## config.mk

```make
export PLATFORM = sky130hd
export DESIGN_NAME = store_lane_queue
export DESIGN_NICKNAME = d
export VERILOG_FILES = /design/src/rtl/store_lane_queue.sv
export SDC_FILE = /design/constraint.sdc
export NUM_CORES = 1
export LEC_CHECK = 0
export BUFFER_PORTS_ARGS = -buffer_cell sky130_fd_sc_hd__clkbuf_2
export CORE_UTILIZATION = 40
export CTS_BUF_LIST = sky130_fd_sc_hd__clkbuf_4 sky130_fd_sc_hd__clkbuf_8
export CTS_CLUSTER_SIZE = 16
export DETAILED_ROUTE_END_ITERATION = 10
export PLACE_DENSITY = 0.69
export RECOVER_POWER = 25
export SETUP_SLACK_MARGIN = 0.4
export SLEW_MARGIN = 40
export SYNTH_ARGS = -nofsm -noshare
export SYNTH_HDL_FRONTEND = slang
export SYNTH_SLANG_ARGS = --single-unit
```

## constraint.sdc

```tcl
create_clock -name clk -period 4.21 [get_ports clk]
set_input_delay 0.421 -clock clk [delete_from_list [all_inputs] [get_ports clk]]
set_output_delay 0.421 -clock clk [all_outputs]
set_load 0.01 [all_outputs]
```

## src/rtl/store_lane_queue.sv

```systemverilog
// Store-path queue between the MEM stage and the data-memory bus.
// Decodes sb/sh/sw/sd into lane-placed data and byte enables, flags misaligned
// stores, buffers accepted stores in a small FIFO (optionally coalescing
// same-word stores into the tail entry), and issues them on a valid/ready bus.
module store_lane_queue #(
    parameter int DATA_W = 32,
    parameter int ADDR_W = 32,
    parameter int DEPTH  = 4,
    parameter int MERGE  = 1,
    localparam int NB    = DATA_W / 8,
    localparam int OB    = $clog2(NB),
    localparam int PW    = $clog2(DEPTH),
    localparam int CW    = PW + 1
) (
    input  logic              clk,
    input  logic              reset_n,
    input  logic              in_valid,
    output logic              in_ready,
    input  logic [2:0]        in_op,
    input  logic [ADDR_W-1:0] in_addr,
    input  logic [DATA_W-1:0] in_data,
    output logic              align_err,
    output logic [ADDR_W-1:0] err_addr,
    input  logic              flush,
    output logic              mem_valid,
    input  logic              mem_ready,
    output logic [ADDR_W-1:0] mem_addr,
    output logic [NB-1:0]     mem_byteen,
    output logic [DATA_W-1:0] mem_wdata,
    output logic [CW-1:0]     count
);

    logic [ADDR_W-1:0] q_addr [DEPTH];
    logic [NB-1:0]     q_be   [DEPTH];
    logic [DATA_W-1:0] q_data [DEPTH];

    logic [PW-1:0]     wr_ptr;
    logic [PW-1:0]     rd_ptr;
    logic [PW-1:0]     tail_ptr;

    logic [OB-1:0]     off;
    logic [1:0]        size_log;
    logic              legal;
    logic              misaligned;
    logic [NB-1:0]     be_mask;
    logic [DATA_W-1:0] data_mask;
    logic [NB-1:0]     new_be;
    logic [DATA_W-1:0] new_data;
    logic [ADDR_W-1:0] word_addr;

    logic              full;
    logic              enq;
    logic              merge;
    logic              push;
    logic              pop;
    logic              err_hit;

    // Decode the request size, alignment and the lane-placed data/byte enables.
    always_comb begin
        off       = in_addr[OB-1:0];
        size_log  = 2'd0;
        legal     = 1'b0;
        case (in_op)
            3'b001: begin size_log = 2'd0; legal = 1'b1; end
            3'b010: begin size_log = 2'd1; legal = 1'b1; end
            3'b011: begin size_log = 2'd2; legal = 1'b1; end
            3'b100: begin size_log = 2'd3; legal = (DATA_W == 64); end
            default: begin size_log = 2'd0; legal = 1'b0; end
        endcase
        // Any offset bit below the size exponent makes the access misaligned.
        misaligned = 1'b0;
        for (int k = 0; k < OB; k++) begin
            if (off[k] && (k < int'(size_log))) misaligned = 1'b1;
        end
        be_mask = '0;
        for (int j = 0; j < NB; j++) begin
            if (j < (int'(1) << size_log)) be_mask[j] = 1'b1;
        end
        data_mask = '0;
        for (int j = 0; j < NB; j++) begin
            data_mask[8*j +: 8] = {8{be_mask[j]}};
        end
        new_be    = be_mask << off;
        new_data  = (in_data & data_mask) << {off, 3'b000};
        word_addr = {in_addr[ADDR_W-1:OB], {OB{1'b0}}};
    end

    // Queue status and handshake qualifiers, all derived from registered state
    // on the bus side so nothing on in_* reaches mem_* combinationally.
    always_comb begin
        full     = (count == CW'(DEPTH));
        in_ready = !full;
        tail_ptr = wr_ptr - PW'(1);
        err_hit  = in_valid && legal && misaligned;
        enq      = in_valid && in_ready && legal && !misaligned && !flush;
        // Merging needs at least two entries so the head is never modified.
        merge    = (MERGE != 0) && enq && (count >= CW'(2)) &&
                   (q_addr[tail_ptr] == word_addr);
        push     = enq && !merge;
        mem_valid  = (count != '0);
        pop        = mem_valid && mem_ready;
        mem_addr   = q_addr[rd_ptr];
        mem_byteen = q_be[rd_ptr];
        mem_wdata  = q_data[rd_ptr];
    end

    // Pointers, occupancy and the alignment-error report; flush wins over traffic.
    always_ff @(posedge clk or negedge reset_n) begin
        if (!reset_n) begin
            count     <= '0;
            wr_ptr    <= '0;
            rd_ptr    <= '0;
            align_err <= 1'b0;
            err_addr  <= '0;
        end else begin
            align_err <= err_hit;
            if (err_hit) err_addr <= in_addr;
            if (flush) begin
                count  <= '0;
                wr_ptr <= '0;
                rd_ptr <= '0;
            end else begin
                if (push) wr_ptr <= wr_ptr + PW'(1);
                if (pop)  rd_ptr <= rd_ptr + PW'(1);
                case ({push, pop})
                    2'b10:   count <= count + CW'(1);
                    2'b01:   count <= count - CW'(1);
                    default: count <= count;
                endcase
            end
        end
    end

    // Entry storage: new stores land at wr_ptr, merges patch only new lanes of the tail.
    always_ff @(posedge clk) begin
        if (push) begin
            q_addr[wr_ptr] <= word_addr;
            q_be[wr_ptr]   <= new_be;
            q_data[wr_ptr] <= new_data;
        end else if (merge) begin
            q_be[tail_ptr] <= q_be[tail_ptr] | new_be;
            for (int i = 0; i < NB; i++) begin
                if (new_be[i]) q_data[tail_ptr][8*i +: 8] <= new_data[8*i +: 8];
            end
        end
    end

endmodule

```

* Word-level counts from Yosys, hierarchy flattened
Memories as Yosys holds them, arrays and structs flattened.
Cells that the tools add are included.
Widths: inputs -> output; s select.
** Storage, ports and cells
- Register bits after elaboration :: 40
- RAM bits :: 264
- Input port bits :: 72
- Output and inout bits :: 106
- Logic and storage cells :: 97
- Memories :: 3
** Operators by class
- $add $sub $neg :: 5
- Magnitude comparators :: 7
- Equality and inequality tests :: 8
- Shift operators :: 3
- Muxes and demuxes :: 41
- Bitwise logic cells :: 2
- Reduce and logical (&&, ||, !) cells :: 23
** Memory list
- q_data :: words 4, bits a word 32, rd ports 1, clocked after Yosys merged registers in 0, wr ports 1, RTL line 35 : logic [DATA_W-1:0] q_data [DEPTH];
- q_addr :: words 4, bits a word 30, rd ports 2, clocked after Yosys merged registers in 0, wr ports 1, RTL line 33 : logic [ADDR_W-1:0] q_addr [DEPTH];
- q_be :: words 4, bits a word 4, rd ports 2, clocked after Yosys merged registers in 0, wr ports 1, RTL line 34 : logic [NB-1:0] q_be [DEPTH];
** Operators by type and width (count)
- $lt 3x32->1 const A :: 2
- $and 32x32->32 :: 1
- $eq 32x32->1 :: 1
- $lt 1x32->1 const A :: 1
- $lt 2x32->1 const A :: 1
- $mux 32 :: 1
- $reduce_or 32->1 :: 1
- $shl 1x2->32 const A :: 1
- $shl 32x5->32 :: 1
- $mux 1 :: 29
- $logic_and 1x1->1 :: 12
- $mux 2 :: 6
- $mux 4 :: 2
- $eq 3x2->1 const B :: 2
- $eq 3x3->1 const B :: 2
- $pmux 2 s3 :: 1
- $pmux 3 s2 :: 1
- $reduce_bool 3->1 :: 2
- $add 2x1->2 const B :: 2
- $logic_not 1->1 :: 4
- $lt 1x2->1 const A :: 2
- $or 4x4->4 :: 1
- $reduce_bool 2->1 :: 2
- $reduce_or 4->1 :: 1
- 10 further kinds :: 10

* Depth between registers and ports, before layout
Gate-level depths: netlist (run 1).
- Word-level depth :: 17
- Depth in mapped cells :: 21
- Mapped depth without buffers :: 15

* Worst setup path after synthesis (run 1)
Ideal clock, no wire load.
- Path type :: register to register
- Start :: register wr_ptr[0]
- End :: memory q_data[1][10] (enable)
- Setup time :: 0.375 ns
- Arrival time :: 4.246 ns
- Required time :: 3.835 ns
- Slack :: -0.412 ns
- Cell stages (with the launch flop) :: 17
- Buffers on the path :: 7
- Clock period less this slack :: 4.622 ns
- Path through :: dfrtp_1 buf_6 buf_12 inv_1 clkbuf_1 ha_1 buf_6 buf_2 mux4_2 xnor2_1 nand4_1 or4_4 or3_1 buf_6 buf_8 or3_4 a21oi_1
** On the way
- Cells in the longest elaborated chain, start to end :: 10
- Elaborated cells on any way between the ends :: 23
- Those cells by class :: 1 x add/sub; 1 x eq/ne; 16 x mux; 4 x reduce/logical; 1 x memory
** RTL lines
- start, declared :: RTL line 37 : logic [PW-1:0] wr_ptr;
- start signal, assigned :: RTL line 123 : if (push) wr_ptr <= wr_ptr + PW'(1);
- $sub 2x1->2 :: RTL line 93 : tail_ptr = wr_ptr - PW'(1);
- $mem_v2 4x30
- $eq 32x32->1 :: RTL line 98 : (q_addr[tail_ptr] == word_addr);
- $logic_and 1x1->1 :: RTL line 97 : merge = (MERGE != 0) && enq && (count >= CW'(2)) &&
- $logic_not 1->1 :: RTL line 99 : push = enq && !merge;
- $logic_and 1x1->1 :: RTL line 99
- $mux 1 :: RTL line 136 : if (push) begin
- $mux 1 (not written as such) :: RTL line 143 : if (new_be[i]) q_data[tail_ptr][8*i +: 8] <= new_data[8*i +: 8];
- $reduce_or 32->1 (no line)
- $mux 2 (no line) or $mux 4 (tied branches)
- end, declared :: RTL line 35
Parallel ways exist; a longest one is shown, timed or not.

* Worst setup path after layout (run 1)
- Start :: register wr_ptr[0]
- End :: memory q_data[1][8] (enable)
Same word-level chain as after synthesis.

==> results of run 1 <==
-- power by group through the flow --
| stage | clock (mW) | combinational, mW | sequential [mW] |
|---|---|---|---|
| floorplan | 0 | 0.588 | 3.53 |
| global placement | 0 | 0.933 | 3.56 |
| detailed placement | 0 | 1.01 | 3.52 |
| CTS | 2.90 | 1.04 | 3.46 |
| global route | 3.04 | 1.12 | 3.47 |
| finish | 2.85 | 1.04 | 3.46 |
-- cells by family after synthesis --
group,Yosys count,share of synthesized area (%)
buffers and inverters,56,2.28
AND/OR/NAND/NOR,124,4.91
other,1,0.0275
flip-flops,304,65.4
AO/OA/AOI/OAI,89,4.25
XOR/XNOR,29,2.08
adder cells (fa/ha/maj),5,0.513
multiplexers,161,20.5
-- layout make-up --
cell class | instances | area share [%]
antenna | 3 | 0.0446
clock buffer | 76 | 5.77
clock inverter | 19 | 1.06
inverter | 9 | 0.245
multi-input combinational | 411 | 28.2
sequential | 304 | 53.1
tap | 448 | 3.33
timing repair buffer | 220 | 8.21
-- path summary, 6_finish.rpt --
| check | startpoint | endpoint | slack (ns) | cells after the start |
|---|---|---|---|---|
| worst min register to register | err_addr[1] | err_addr[1] | 0.48 | 2 |
| worst min-delay path | mem_ready | count[2] | 0.20 | 3 |
| worst max register to register | wr_ptr[0] | q_data[1][8] | 0.47 | 11 |
| min in group asynchronous | reset_n | wr_ptr[0] | 1.19 | 3 |
| max in group asynchronous | reset_n | rd_ptr[0] | 1.36 | 3 |
| worst max-delay path | wr_ptr[0] | q_data[1][8] | 0.47 | 11 |
-- state kept, by name, indices dropped and copies added, names as in the netlist --
signal	count
rd_ptr	2
q_data	128
wr_ptr	2
q_addr	120
q_be	16
count	3
err_addr	32
align_err	1
-- routing by layer --
| metal | share of wire [%] | global-route usage (%) |
|---|---|---|
| met5 | 0 | 0 |
| met1 | 41 | 25.5 |
| met2 | 48 | 29.9 |
| met4 | 2.0 | 5.58 |
| met3 | 9.1 | 4.91 |
-- worst reg2reg max path, delay by kind of cell, from the launching register on --
| kind | cells | cell delay [ns] |
|---|---|---|
| and+or+nand+nor | 4 | 1.60 |
| DFF | 1 | 0.44 |
| adders and majority gates | 1 | 0.34 |
| buffers and inverters | 3 | 0.34 |
| muxes | 1 | 0.33 |
| xor gates and xnor gates | 1 | 0.19 |
| AOI/OAI and AO/OA | 1 | 0.19 |
-- metrics by stage --
step	area [um2]	setup slack, ns	utilization [%]	hold WS, ns	total power, mW
after global routing	16800	0.352	50.2	0.196	7.63
final	16800	0.473	50.2	0.198	7.35
after floorplan	13800	0.205	-	0.125	4.11
after detailed placement	15200	0.0510	45.4	0.480	4.53
after global placement	15100	0.190	45.2	0.453	4.50
after CTS	16700	0.403	49.7	0.0888	7.40
-- timing repair --
| action | 4_1_cts | 5_1_grt |
|---|---|---|
| gates cloned | 0 | 1 |
| resized for setup | 14 | 20 |
| hold buffers | 1 | 0 |
| hold endpoints to repair | 40 | 0 |
| pin swaps | 3 | 9 |
| setup endpoints to repair | 204 | 146 |
| setup buffers | 12 | 6 |
-- placed cells by master, fill, tap and decap left out, drive strengths merged, types with 6 or more instances in the layout --
| cell | n |
|---|---|
| buf | 42 |
| o21ai | 20 |
| a21oi | 19 |
| o22ai | 10 |
| inv | 11 |
| xnor2 | 23 |
| mux2 | 33 |
| dfrtp | 40 |
| clkbuf | 253 |
| a22oi | 8 |
| nor3 | 9 |
| xor2 | 6 |
| mux4 | 87 |
| edfxtp | 264 |
| and3 | 7 |
| and2 | 11 |
| nand3 | 19 |
| nand4 | 8 |
| nor2 | 18 |
| mux2i | 42 |
| nand2 | 28 |
| clkinv | 13 |
==> results.json, run 1 <==
{
  "path_buf_inv": 3,
  "first_iter_violations": 675,
  "power_frac_comb_pct": 14.2,
  "setup_tns_ns": 0,
  "critical_path.max_fanout": 8,
  "yosys-top-cells-count": "264 x edfxtp_1, 76 x mux4_2, 41 x mux2i_1",
  "cp_cell_sequence": "inv_8 -> ha_4 -> buf_12 -> mux4_2 -> xnor2_2 -> nand4_1 -> or4_4 -> or3_4 -> or3_4 -> a21oi_4 -> buf_12",
  "wl_um": 33400,
  "vias": 8378,
  "clkLatencyLatePin_ns": 0.58,
  "slowest_stage": "or4_4",
  "core_um2": 33500,
  "cp_top_family": "simple AND/OR/NAND/NOR gates",
  "vdd_drop_max_mv": 0.309,
  "power.density_nw_per_um2": 437,
  "grt_pass1_wl_um": 50000,
  "grt_pass1_vias": 8446,
  "groute.usage.overall_pct": 18.8,
  "die_h_um": 187,
  "instances_no_fill": 1490,
  "maxCapViolCount": 4,
  "drv_slew": 108,
  "path_clk_slew_ns": 0.06,
  "synth.most_common_cell": "edfxtp_1",
  "slew_headroom_pct": -57.6,
  "final_antenna_net_count": 0,
  "ys_warn_count": 0,
  "tritoncts": "yes",
  "area_delta_synth_final_pct": 23.3,
  "dp_cells": 1372,
  "clkPwrFrac_pct": 38.8,
  "clkSinkCount": 304,
  "power.leakage_nw": 5.86,
  "synth_edf_count": 264,
  "rows": 67,
  "ys.flop_type": "edfxtp_1",
  "required_ns": 4.49,
  "drt_pre_antenna_iters": 5,
  "io_buffers": 175,
  "initial_core_util_pct": 40.7,
  "drc": 0,
  "critPathCaptureType": "register",
  "max_freq_mhz": 268,
  "synth_top_area_cell": "edfxtp_1",
  "nets": 1075,
  "synthCells": 769,
  "wl_per_cell_um": 22.4,
  "worstMarginPinSlew_ns": 2.36,
  "ctsRootBufferMaster": "clkbuf_8",
  "seq_area_frac_synth_pct": 65.4,
  "ys_types": 68,
  "hold_path_class": "in2reg",
  "dp_hpwl_um": 22200,
  "status": "complete, but fails checks",
  "period_share_pct": 88.8,
  "start_kind": "register",
  "drive_gt1_share_pct": 42.5,
  "critPathKind": "reg2reg",
  "switching_share_pct": 24.7,
  "synth_seq_cells": 304,
  "async_flop_share_pct": 13.2,
  "seq_area_um2": 8940,
  "fillers": 2782,
  "period_minus_slack_ns": 3.74,
  "internal_power_mw": 5.54,
  "fin_worst_skew_ns": 0.0231,
  "syn_area_per_cell_um2": 17.7,
  "multi_input_comb_area_um2": 4750,
  "io-pin-count": 178,
  "setup_violations": 0,
  "grt_start_max_net_pins": 41,
  "rsz0062_at_grt": "yes",
  "numCtsBuffers": 52,
  "syn_area_um2": 13600,
  "seq_power_share_pct": 47.0,
  "max_stage_delay_ns": 0.56,
  "p_switching_mw": 1.81,
  "antenna_found_initial": 3,
  "cts_max_level": 2,
  "violations": "capacitance limit, slew limit",
  "cp.arrival_ns": 4.02,
  "die_w_um": 187,
  "grt_remaining_overflow": 0,
  "synth_area_leaders": "edfxtp_1 58%, mux4_2 13%, dfrtp_1 7.3%",
  "vias_per_cell": 5.62,
  "place.gp.congestion": 0.872,
  "yosysTopAreaCellShare_pct": 58.1,
  "hold_violations": 0,
  "clk_path_buf_depth": 3,
  "dieArea_um2": 34900
}
Power figures use the tool's default switching activity.
==> run 2, diff against run 1 <==
Settings changed: PLACE_DENSITY 0.69 to 0.67.
Clock period 4.21 ns to 3.75 ns, I/O delays scaled along.
==> run 2 against run 1 <==
  * The flow still finishes with violations (capacitance limit, slew limit)
  * Critical endpoint is now q_be[2][1]
  * Hold slack got worse by 0.11 ns
  * Clock-buffer cell count down 11
  * Non-clock buffer count increased by 58
  * Clock power increased by 7%
  * Design area rose by 5.0%
  * Sequential share of layout area shrank 2.5 points
  * Routed wire length increased by 7.3%
  * Clock skew rose by 0.019 ns
  * First-iteration DRC count grew 16%
  * Sequential power up 12%
==> results.json, run 2 (synthesis results as in run 1) <==
{
  "slew_headroom_pct": -65.3,
  "grtUsageMet1_pct": 26.4,
  "reg_top3": "q_data x128, q_addr x120, err_addr x32",
  "cp.arrival_ns": 3.98,
  "dieArea_um2": 34900,
  "final_cell_mix": "264 x edfxtp_1, 145 x clkbuf_2, 82 x mux4_2",
  "drive_gt1_share_pct": 47.6,
  "hold_start": "in_addr[18]",
  "clk_path_buf_depth": 3,
  "path_clk_slew_ns": 0.07,
  "wl_per_cell_um": 23.2,
  "groute.usage.overall_pct": 19.3,
  "final_common_cell": "edfxtp_1",
  "status": "complete, but fails checks",
  "start_kind": "register",
  "die_w_um": 187,
  "vias_per_cell": 5.64,
  "worstMarginPinSlew_ns": 2.48,
  "postLayoutSetupSlackWorst_ns": 0.0333,
  "drt_pre_antenna_iters": 5,
  "whs_ns": 0.0891,
  "largest_register": "q_data",
  "required_ns": 4.01,
  "hold_path_class": "in2reg",
  "dp_slack_ns": -0.0704,
  "max_freq_mhz": 269,
  "cts_max_level": 2,
  "fillers": 2768,
  "instances_no_fill": 1544,
  "core_um2": 33500,
  "fin_worst_skew_ns": 0.0417,
  "rows": 67,
  "met2_usage_pct": 30.7,
  "numCtsBuffers": 50,
  "period_minus_slack_ns": 3.72,
  "clkLatencyLatePin_ns": 0.58,
  "grt_pass1_wl_um": 51500,
  "timing.rr.start": "wr_ptr[0]",
  "critPathKind": "reg2reg",
  "vias": 8705,
  "initial_core_util_pct": 40.7,
  "dp_cells": 1405,
  "drv_slew": 74,
  "io-pin-count": 178,
  "critical_path.max_fanout": 14,
  "die_h_um": 187,
  "dp_hpwl_um": 22600,
  "power.leakage_nw": 6.25,
  "io_buffers": 175,
  "largest_register_ffs": 128,
  "clkSinkCount": 304,
  "first_iter_violations": 780,
  "placed_area_um2": 15600,
  "grt_remaining_overflow": 0,
  "design_area_um2": 17700,
  "grt_start_max_net_pins": 41,
  "maxCapViolCount": 2,
  "nets": 1131,
  "grt-busiest-layer": "met2",
  "tritoncts": "yes",
  "critPathCaptureType": "register",
  "grt_pass1_vias": 8517,
  "ctsRootBufferMaster": "clkbuf_8",
  "vdd_drop_max_mv": 0.333,
  "period_share_pct": 99.1,
  "met3_usage_pct": 4.81,
  "hold_violations": 0,
  "power.density_nw_per_um2": 463,
  "final_antenna_net_count": 0,
  "place.gp.congestion": 0.859,
  "setup_violations": 0,
  "wl_um": 35800,
  "antenna_found_initial": 2,
  "drc": 0,
  "crit_start": "wr_ptr[0]",
  "rsz0062_at_grt": "yes",
  "violations": "capacitance limit, slew limit",
  "area_delta_synth_final_pct": 29.5
}
==> run 2: cell count changes in the layout (fill, tap and decap cells not counted), moves of 3 or more <==
cell,previous run,this run
buf_8,0,6
mux2i_1,40,37
buf_12,17,20
buf_4,25,44
clkbuf_4,12,8
clkbuf_1,34,31
buf_6,0,21
o21ai_0,18,14
nand3_4,0,6
nand3_1,17,11
clkinv_2,3,11
clkbuf_8,64,57
clkbuf_16,0,8
==> run 2: per-layer routing <==
metal | part of all wire (%) | wire length (um)
met2 | 48 | 17200
met1 | 42 | 14900
met5 | 0.039 | 14
met3 | 8.6 | 3080
met4 | 1.9 | 667
==> run 2: layout make-up <==
type | count | area (um2) | share of cell area (%)
timing repair buffer | 278 | 2160 | 12.3
antenna | 1 | 2.50 | 0.0142
inverter | 9 | 41.3 | 0.234
sequential | 304 | 8940 | 50.6
clock buffer | 65 | 845 | 4.78
tap | 448 | 561 | 3.17
multi-input combinational | 411 | 4910 | 27.8
clock inverter | 28 | 211 | 1.20
==> run 2: where the power goes <==
group          internal, mW  total [mW]  switching, mW
Combinational         0.594        1.25          0.659
Sequential             3.80        3.88         0.0834
Clock                  1.69        3.04           1.35
==> run 2: worst paths after layout <==
path / cells past startpoint / end / slack (ns)
max: 10 / q_be[2][1] / 0.03
min reg2reg: 2 / err_addr[1] / 0.47
max in group asynchronous: 3 / rd_ptr[0] / 0.78
min: 1 / q_addr[0][16] / 0.09
min in group asynchronous: 3 / err_addr[19] / 1.20
max reg2reg: 10 / q_be[2][1] / 0.03
==> run 2: critical path: stages, from the launching register on <==
cell and delay, ns:
dfrtp_2 0.42, buf_4 0.15, buf_12 0.16, mux4_1 0.58, xnor2_1 0.32, nand4_1 0.14
or4_4 0.45, or3_4 0.43, mux2_4 0.41, nor3_2 0.18, buf_4 0.16
==> run 2: timing repair <==
item | CTS | global route
endpoints found under the setup margin | 267 | 271
gates resized for setup | 44 | 60
pin swaps | 16 | 23
endpoints found under the hold margin | 40 | 0
cloned | 3 | 12
hold buffers | 1 | 0
setup buffers | 23 | 5
==> run 2: stage by stage <==
step	power, mW	util, %	setup TNS, ns
CTS	8.18	51.0	0
global placement	5.08	46.4	-1.02
finish	8.17	52.7	0
floorplan	4.62	-	-25.92
global route	8.47	52.7	-1.95
detailed placement	5.10	46.4	-3.50
==> run 3, diff against run 2 <==
Settings changed: CORE_MARGIN from default to 1.5, CTS_BUF_LIST sky130_fd_sc_hd__clkbuf_4 sky130_fd_sc_hd__clkbuf_8 to default.
==> run 3 against run 2 <==
  * The flow finishes with violations (setup timing)
  * Global-route usage down 0.43 points
  * Critical path depth up 1
  * Maximum frequency down 2.3%
  * Non-clock buffer count down 3
  * Highest routed layer unchanged
  * Via count down 3.6%
  * Sequential power about the same
==> results.json, run 3 (synthesis results as in run 1) <==
{
  "first_iter_violations": 666,
  "critPathCaptureType": "register",
  "fin_worst_skew_ns": 0.0160,
  "clkSinkCount": 304,
  "drc": 0,
  "status": "complete, but fails checks",
  "power.leakage_nw": 6.17,
  "r2r-end": "q_data[1][12]",
  "reg2reg_slack_ns": -0.05,
  "critPathKind": "reg2reg",
  "hold_violations": 0,
  "die_w_um": 188,
  "whs_ns": 0.120,
  "io-pin-count": 178,
  "rsz0062_at_grt": "yes",
  "ctsRootBufferMaster": "clkbuf_16",
  "grtUsageMet1_pct": 26.9,
  "start_kind": "register",
  "timing.rr.start": "wr_ptr[0]",
  "nets": 1109,
  "placed_area_um2": 15600,
  "dp_cells": 1407,
  "setup_tns_ns": -0.900,
  "violations": "setup timing",
  "met3_usage_pct": 3.80,
  "drv_slew": 0,
  "grt-busiest-layer": "met2",
  "clk_path_buf_depth": 3,
  "hold_start": "in_addr[2]",
  "antenna_found_initial": 3,
  "drt_pre_antenna_iters": 5,
  "io_buffers": 175,
  "area_delta_synth_final_pct": 27.4,
  "grt_start_max_net_pins": 41,
  "vias": 8388,
  "numCtsBuffers": 31,
  "period_share_pct": 101,
  "ff2ff_path_depth": 11,
  "holdPathStages": 1,
  "cts_max_level": 1,
  "tritoncts": "yes",
  "vdd_drop_max_mv": 0.410,
  "final_cell_mix": "264 x edfxtp_1, 163 x clkbuf_2, 81 x mux4_2",
  "grt_pass1_wl_um": 50800,
  "dp_hpwl_um": 22700,
  "postLayoutSetupSlackWorst_ns": -0.0526,
  "maxCapViolCount": 0,
  "fin_util_pct": 51.9,
  "drive_gt1_share_pct": 46.7,
  "groute.usage.overall_pct": 18.8,
  "final_antenna_net_count": 0,
  "rows": 67,
  "grt_pass1_vias": 8273,
  "required_ns": 4.01,
  "cp.arrival_ns": 4.07,
  "dp_slack_ns": -0.114,
  "min_to": "q_addr[0][0]",
  "slew_headroom_pct": 47.1,
  "core_um2": 33500,
  "setup_violations": 43,
  "final_common_cell": "edfxtp_1",
  "hold_path_class": "in2reg",
  "clkLatencyLatePin_ns": 0.56,
  "initial_core_util_pct": 40.7,
  "place.gp.congestion": 0.845,
  "die_h_um": 188,
  "critical_path.max_fanout": 8,
  "met2_usage_pct": 30.0,
  "design_area_um2": 17400,
  "grt_remaining_overflow": 0,
  "finalPower_mw": 8.07,
  "crit_start": "wr_ptr[0]",
  "path_clk_slew_ns": 0.06,
  "dieArea_um2": 35200,
  "vias_per_cell": 5.57,
  "wl_um": 34400,
  "largest_register": "q_data",
  "period_minus_slack_ns": 3.80,
  "instances_no_fill": 1505,
  "max_freq_mhz": 263,
  "wl_per_cell_um": 22.8,
  "worstMarginPinSlew_ns": 0.790,
  "largest_register_ffs": 128,
  "power.density_nw_per_um2": 464,
  "reg_top3": "q_data x128, q_addr x120, err_addr x32"
}
-- run 3: cell types whose count changed in the layout (fill, tap and decap cells not counted), sizes merged --
cell / previous run / this run
bufinv: 3 / 2
clkbuf: 249 / 220
clkinv: 23 / 14
bufbuf: 0 / 1
inv: 10 / 8
diode: 1 / 2
-- run 3: repair_timing --
| action | 4_1_cts | 5_1_grt |
|---|---|---|
| gates cloned | 2 | 7 |
| setup endpoints to repair | 267 | 267 |
| buffers inserted | 24 | 6 |
| gates resized for setup | 21 | 52 |
| pin swaps | 8 | 25 |
| hold endpoints to repair | 40 | 0 |
| hold buffers | 1 | 0 |
-- run 3: critical path: stages, from the launching register on --
cell	delay, ns
dfrtp_2	0.43
buf_6	0.15
clkbuf_16	0.15
buf_4	0.11
mux4_1	0.58
xnor2_1	0.28
nand4_1	0.14
or4_4	0.45
or3_4	0.43
or3_4	0.46
a21oi_4	0.19
buf_12	0.14
-- run 3: routing by layer --
metal	vias up	part of all wire (%)
met2	396	47
met3	55	9.0
met5	-	0.038
met1	4263	41
met4	2	2.1
li1	3672	-
-- run 3: final cells by class --
cell class              count  area [um2]
diodes                      2        5.00
clock buffers              40         830
clock inverters            16         130
fillers                  2742       16100
inverters                   9        41.3
multi-input cells         411        4830
flip-flops and latches    304        8940
well taps                 448         561
repair buffers            275        2060
-- run 3: how the worst max path moves through the flow --
stage | endpoint | slack [ns] | cells after the start
final | q_data[1][12] | -0.05 | 11
after global routing | q_data[1][12] | -0.15 | 11
after CTS | count[2] | 0.06 | 19
after detailed placement | q_data[0][10] | -0.11 | 8
after global placement | q_data[0][11] | -0.07 | 8
after floorplan | q_data[1][10] | -0.26 | 16
-- run 3: power by group --
group / leakage [nW] / internal [mW] / switching [mW]
registers: 2.89 / 3.80 / 0.0773
clock network: 0.472 / 1.68 / 1.24
logic: 2.81 / 0.613 / 0.662
